[src/rtl/frame_buf_scan_reader_if.sv]
// frame_buf_scan_reader_if: frame-buffer read port between the scan reader and the pixel memory
interface frame_buf_scan_reader_if;
    logic [14:0] rd_addr;
    logic        rd_en;
    logic [23:0] rd_data;
    modport master (output rd_addr, rd_en, input rd_data);
    modport slave (input rd_addr, rd_en, output rd_data);
endinterface

[src/rtl/frame_buf_scan_reader.sv]
// frame_buf_scan_reader: turns the VGA raster position into frame-buffer reads and aligns returned pixels
module frame_buf_scan_reader #(
    parameter int          RD_LATENCY  = 2,
    parameter int          VIRT_W      = 160,
    parameter int          VIRT_H      = 120,
    parameter int          PIX_SHIFT   = 2,
    parameter logic [23:0] BLANK_COLOR = 24'h000000
) (
    input  logic                    clk,
    input  logic                    rst,
    input  logic                    enable,
    input  logic                    active_pixels,
    input  logic                    frame_done,
    input  logic [9:0]              x,
    input  logic [9:0]              y,
    frame_buf_scan_reader_if.master fb,
    output logic [23:0]             pixel_rgb,
    output logic                    pixel_valid,
    output logic                    scanning,
    output logic [18:0]             last_frame_reads
);
    localparam logic [0:0] WAIT_FRAME = 1'b0;
    localparam logic [0:0] SCAN       = 1'b1;
    localparam int SCR_W = VIRT_W << PIX_SHIFT;
    localparam int SCR_H = VIRT_H << PIX_SHIFT;

    logic [0:0]            state;
    logic [RD_LATENCY-1:0] vld;
    logic [18:0]           reads;
    logic [14:0]           vx, vy, addr;
    logic                  hit;

    assign scanning = state == SCAN;
    assign hit = scanning && enable && active_pixels && x < 10'(SCR_W) && y < 10'(SCR_H);
    assign vx = 15'(x >> PIX_SHIFT);
    assign vy = 15'(y >> PIX_SHIFT);
    // row stride of 160 as 128 + 32
    assign addr = (vy << 7) + (vy << 5) + vx;

    always_ff @(posedge clk) begin
        if (rst) begin
            state            <= WAIT_FRAME;
            fb.rd_en         <= 1'b0;
            fb.rd_addr       <= '0;
            vld              <= '0;
            pixel_valid      <= 1'b0;
            pixel_rgb        <= BLANK_COLOR;
            reads            <= '0;
            last_frame_reads <= '0;
        end else begin
            state <= scanning ? (enable ? SCAN : WAIT_FRAME) : (frame_done && enable ? SCAN : WAIT_FRAME);
            fb.rd_en <= hit;
            if (hit)
                fb.rd_addr <= addr;
            vld         <= RD_LATENCY'({vld, fb.rd_en});
            pixel_valid <= vld[RD_LATENCY-1];
            pixel_rgb   <= vld[RD_LATENCY-1] ? fb.rd_data : BLANK_COLOR;
            if (frame_done) begin
                reads <= scanning ? 19'(fb.rd_en) : '0;
                if (scanning)
                    last_frame_reads <= reads + 19'(fb.rd_en);
            end else begin
                reads <= reads + 19'(fb.rd_en);
            end
        end
    end
endmodule
[src/flat_wrapper.sv]
// flat-port wrapper written by rule: the top's interface ports become plain ports
module frame_buf_scan_reader_flat 
#(
    parameter int          RD_LATENCY  = 2,
    parameter int          VIRT_W      = 160,
    parameter int          VIRT_H      = 120,
    parameter int          PIX_SHIFT   = 2,
    parameter logic [23:0] BLANK_COLOR = 24'h000000
)
  (clk, rst, enable, active_pixels, frame_done, x, y, pixel_rgb, pixel_valid, scanning, last_frame_reads, fb_rd_addr, fb_rd_en, fb_rd_data);
  frame_buf_scan_reader_if fb_i ();
  input  logic clk;
  input  logic rst;
  input  logic enable;
  input  logic active_pixels;
  input  logic frame_done;
  input  logic [9:0] x;
  input  logic [9:0] y;
  output logic [23:0] pixel_rgb;
  output logic pixel_valid;
  output logic scanning;
  output logic [18:0] last_frame_reads;
  output wire logic [$bits(fb_i.rd_addr)-1:0] fb_rd_addr;
  output wire logic [$bits(fb_i.rd_en)-1:0] fb_rd_en;
  input wire logic [$bits(fb_i.rd_data)-1:0] fb_rd_data;
  assign fb_rd_addr = fb_i.rd_addr;
  assign fb_rd_en = fb_i.rd_en;
  assign fb_i.rd_data = fb_rd_data;
  frame_buf_scan_reader #(.RD_LATENCY(RD_LATENCY), .VIRT_W(VIRT_W), .VIRT_H(VIRT_H), .PIX_SHIFT(PIX_SHIFT), .BLANK_COLOR(BLANK_COLOR)) u_core (.clk(clk), .rst(rst), .enable(enable), .active_pixels(active_pixels), .frame_done(frame_done), .x(x), .y(y), .fb(fb_i), .pixel_rgb(pixel_rgb), .pixel_valid(pixel_valid), .scanning(scanning), .last_frame_reads(last_frame_reads));
endmodule
[config.mk]
export PLATFORM = sky130hd
export DESIGN_NAME = frame_buf_scan_reader_flat
export DESIGN_NICKNAME = d
export VERILOG_FILES = /design/src/rtl/frame_buf_scan_reader_if.sv /design/src/rtl/frame_buf_scan_reader.sv /design/src/flat_wrapper.sv
export SDC_FILE = /design/constraint.sdc
export NUM_CORES = 1
export LEC_CHECK = 0
export ABC_AREA = 1
export CAP_MARGIN = 20
export CELL_PAD_IN_SITES_DETAIL_PLACEMENT = 0
export CELL_PAD_IN_SITES_GLOBAL_PLACEMENT = 1
export CORE_UTILIZATION = 33
export DETAILED_ROUTE_END_ITERATION = 6
export PLACE_DENSITY_LB_ADDON = 0.12
export SLEW_MARGIN = 10
export SYNTH_ARGS = -nofsm -noshare
export SYNTH_HDL_FRONTEND = slang
export SYNTH_SLANG_ARGS = --single-unit
export TNS_END_PERCENT = 50
[constraint.sdc]
create_clock -name clk -period 2 [get_ports clk]
set_input_delay 0.2 -clock clk [delete_from_list [all_inputs] [get_ports clk]]
set_output_delay 0.2 -clock clk [all_outputs]
set_load 0.05 [all_outputs]
==> results.yml <==
synthesis:
  synth_ff_type: "dfxtp_1"
  synth_nets: 537
  synth_area_mm2: 0.00356
  synth.distinct_cells: 32
  async_flop_share_pct: 0
  synth.avg_cell_area_um2: 7.59
  yosysTopAreaCell: "dfxtp_1"
  synth_cells: 469
  yosysWarnings: 0
  synth_area_leaders: "dfxtp_1 (46%), nor2_1 (10%), inv_1 (8.0%)"
  yosysSeqAreaShare_pct: 46.1
  synth-edff-count: 0
  synth_top_cell_area_share_pct: 46.1
  synth-seq-cells: 82
cts:
  cts_buffers: 9
  insertion_delay_ps: 350
  root_buffer: "clkbuf_8"
  clkSinkCount: 82
  cts_buffer_depth: 2
  cts_max_level: 3
  cts_tree: "built"
  clk_pin_slew_worst_paths_ps: 90
timing:
  setup_viol: 0
  fin_worst_skew_ps: 12.2
  period_share_pct: 93.0
  rsz0062_at_grt: "no"
  relSlewSlack_pct: 63.5
  fin_ws_ps: 141
  finalHoldViolCount: 0
  tightest_slew_ps: 546
  period_minus_slack_ps: 1860
  drv_slew: 0
  clock.fmax_mhz: 538
global_routing:
  grt_overflow: 0
  grt_pass1_vias: 3038
  antenna_found_initial: 0
  track_usage_pct: 15.6
  grt_max_degree: 26
  grt_pass1_wl_um: 13900
finish:
  n_antenna_cell: 0
  final_cell_area_mm2: 0.00508
  fin_cells: 731
  syn2layout_area_growth_pct: 42.7
  layout-drive-gt1-share_pct: 9.75
  final_nets: 658
placed_design:
  pre_cts_ws_ps: -621
  place_congestion: 0.786
  dp.cells: 715
  place_hpwl_um: 6160
  io_buffers: 105
  dpl_cell_area_mm2: 0.00485
pwr:
  power_density_mw_per_mm2: 656
  ir_worst_vdd_uv: 378
  leakage_uw: 0.00226
flow_run:
  maxCapViolations: 0
route:
  ant_nets: 0
  initialDrtViolationCount: 97
  drtPass1Iterations: 5
  dr_total_vias: 3162
  wirelength_um: 8210
  via_per_inst: 4.33
  drc_errors: 0
  wire_per_inst_um: 11.2
critical_path:
  cp-start-kind: "input port"
  max_stage_delay_ps: 440
  critPathRequiredTime_ps: 2250
  arrival_ps: 2110
  crit_chain: "clkdlybuf4s50_1, ha_1, ha_1, inv_1, fa_2, o21ai_2, nand3_2, nand3_1, nand2_1, nor2_1, nor2_1"
  worst_setup_path_end_kind: "register"
  slowest_stage: "clkdlybuf4s50_1"
  critPathMaxFanout: 3
  critical_path_class: "input port to register"
run_status:
  run_status: "complete, no violations"
min_path:
  hold_path.class: "input port to register"
floorplan:
  die_w_um: 106
  die_h_um: 106
  start_util_pct: 34.3
  row_count: 37
  die-area_mm2: 0.0112
  core_region_area_mm2: 0.0104
  pin_count: 110
## synthesized netlist by cell type, types with 2 or more instances
library cell / instances
nor2_1: 99
dfxtp_1: 82
inv_1: 76
nand2_1: 65
o21ai_0: 24
a21oi_1: 22
nand3_1: 21
ha_1: 17
xor2_1: 9
buf_2: 7
nand3b_1: 5
nor2_2: 4
inv_2: 3
nand2_2: 3
nor2_4: 3
and2_1: 2
buf_4: 2
buf_6: 2
clkbuf_1: 2
fa_1: 2
nand4_1: 2
o211ai_1: 2
o21a_1: 2
o21ai_1: 2
or2_1: 2
or2_2: 2
xnor2_1: 2
## logic make-up after synthesis
family / Yosys count / share of synthesized area (%)
buf+inv: 93 / 10.7
simple gates: 210 / 25.3
fa+ha+maj: 19 / 7.10
compound gates: 54 / 8.05
xor+xnor: 11 / 2.71
flops: 82 / 46.1
## per-stage QoR
| stage | setup TNS (ps) | hold slack [ps] | power (uW) | utilization [%] |
|---|---|---|---|---|
| CTS | 0 | 343 | 3380 | 48.8 |
| detailed placement | -2770 | 397 | 2150 | 46.7 |
| finish | 0 | 270 | 3330 | 49.0 |
| global placement | -2520 | 406 | 2150 | 46.7 |
| floorplan | 0 | 312 | 1950 | - |
| global route | 0 | 299 | 3510 | 49.0 |
## cell type report
| cell class | count | area (um^2) |
|---|---|---|
| clock buffers | 9 | 124 |
| clock inverters | 7 | 75.1 |
| fillers | 1040 | 5290 |
| inverters | 80 | 300 |
| multi-input cells | 294 | 1560 |
| flip-flops and latches | 82 | 1640 |
| well taps | 136 | 170 |
| repair buffers | 123 | 1210 |
## registers in the layout, indices dropped and copies added (netlist names)
name and count:
u_core.vld 2, u_core.pixel_valid 1, u_core.fb.rd_en 1, u_core.last_frame_reads 19, u_core.scanning 1, u_core.reads 19, u_core.fb.rd_addr 15, u_core.pixel_rgb 24
## placed cells by master, fill, tap and decap left out, types with 4 or more instances in the layout
cell type,n
nand2_1,64
dfxtp_1,82
nand3b_1,5
ha_1,17
inv_1,75
nand2_2,4
buf_4,17
nor2_1,98
clkbuf_8,9
clkdlybuf4s50_1,102
o21ai_0,23
a21oi_1,22
nand3_1,19
inv_2,4
nor2_2,5
xor2_1,9
## power by group
part	switching, uW	total (uW)	leakage, uW	internal [uW]
clock network	621	1210	0.000104	588
logic	239	464	0.00149	225
registers	10.2	1660	0.000662	1650
total	870	3330	0.00226	2460
## layer usage
metal	vias up	wire length (um)	GRT usage [%]
met5	-	0	0
met4	0	87	3.87
met3	11	780	7.73
met2	77	3510	23.7
met1	1384	3830	19.6
li1	1690	-	-
## critical path: cells and delay by family
family / cells / cell delay (ps)
adders and majority gates: 3 / 860
AOI/OAI and AO/OA: 1 / 160
and+or+nand+nor: 5 / 380
buffers and inverters: 2 / 510
## timing repair
action                                  in CTS  in global routing
hold buffers                                 0                  0
pin swaps                                    2                  5
buffers inserted                             0                  0
endpoints found under the setup margin       3                  5
gates resized for setup                      4                  8
## path summary, 6_finish.rpt
path / start / end / slack [ps] / cells past startpoint
min: y[2] / u_core.fb.rd_addr[5] / 270 / 4
min reg2reg: u_core.vld[0] / u_core.vld[1] / 420 / 2
max reg2reg: u_core.fb.rd_en / u_core.last_frame_reads[8] / 380 / 9
max: y[3] / u_core.fb.rd_addr[12] / 140 / 11
No activity file was read; power rests on OpenSTA's default activity.
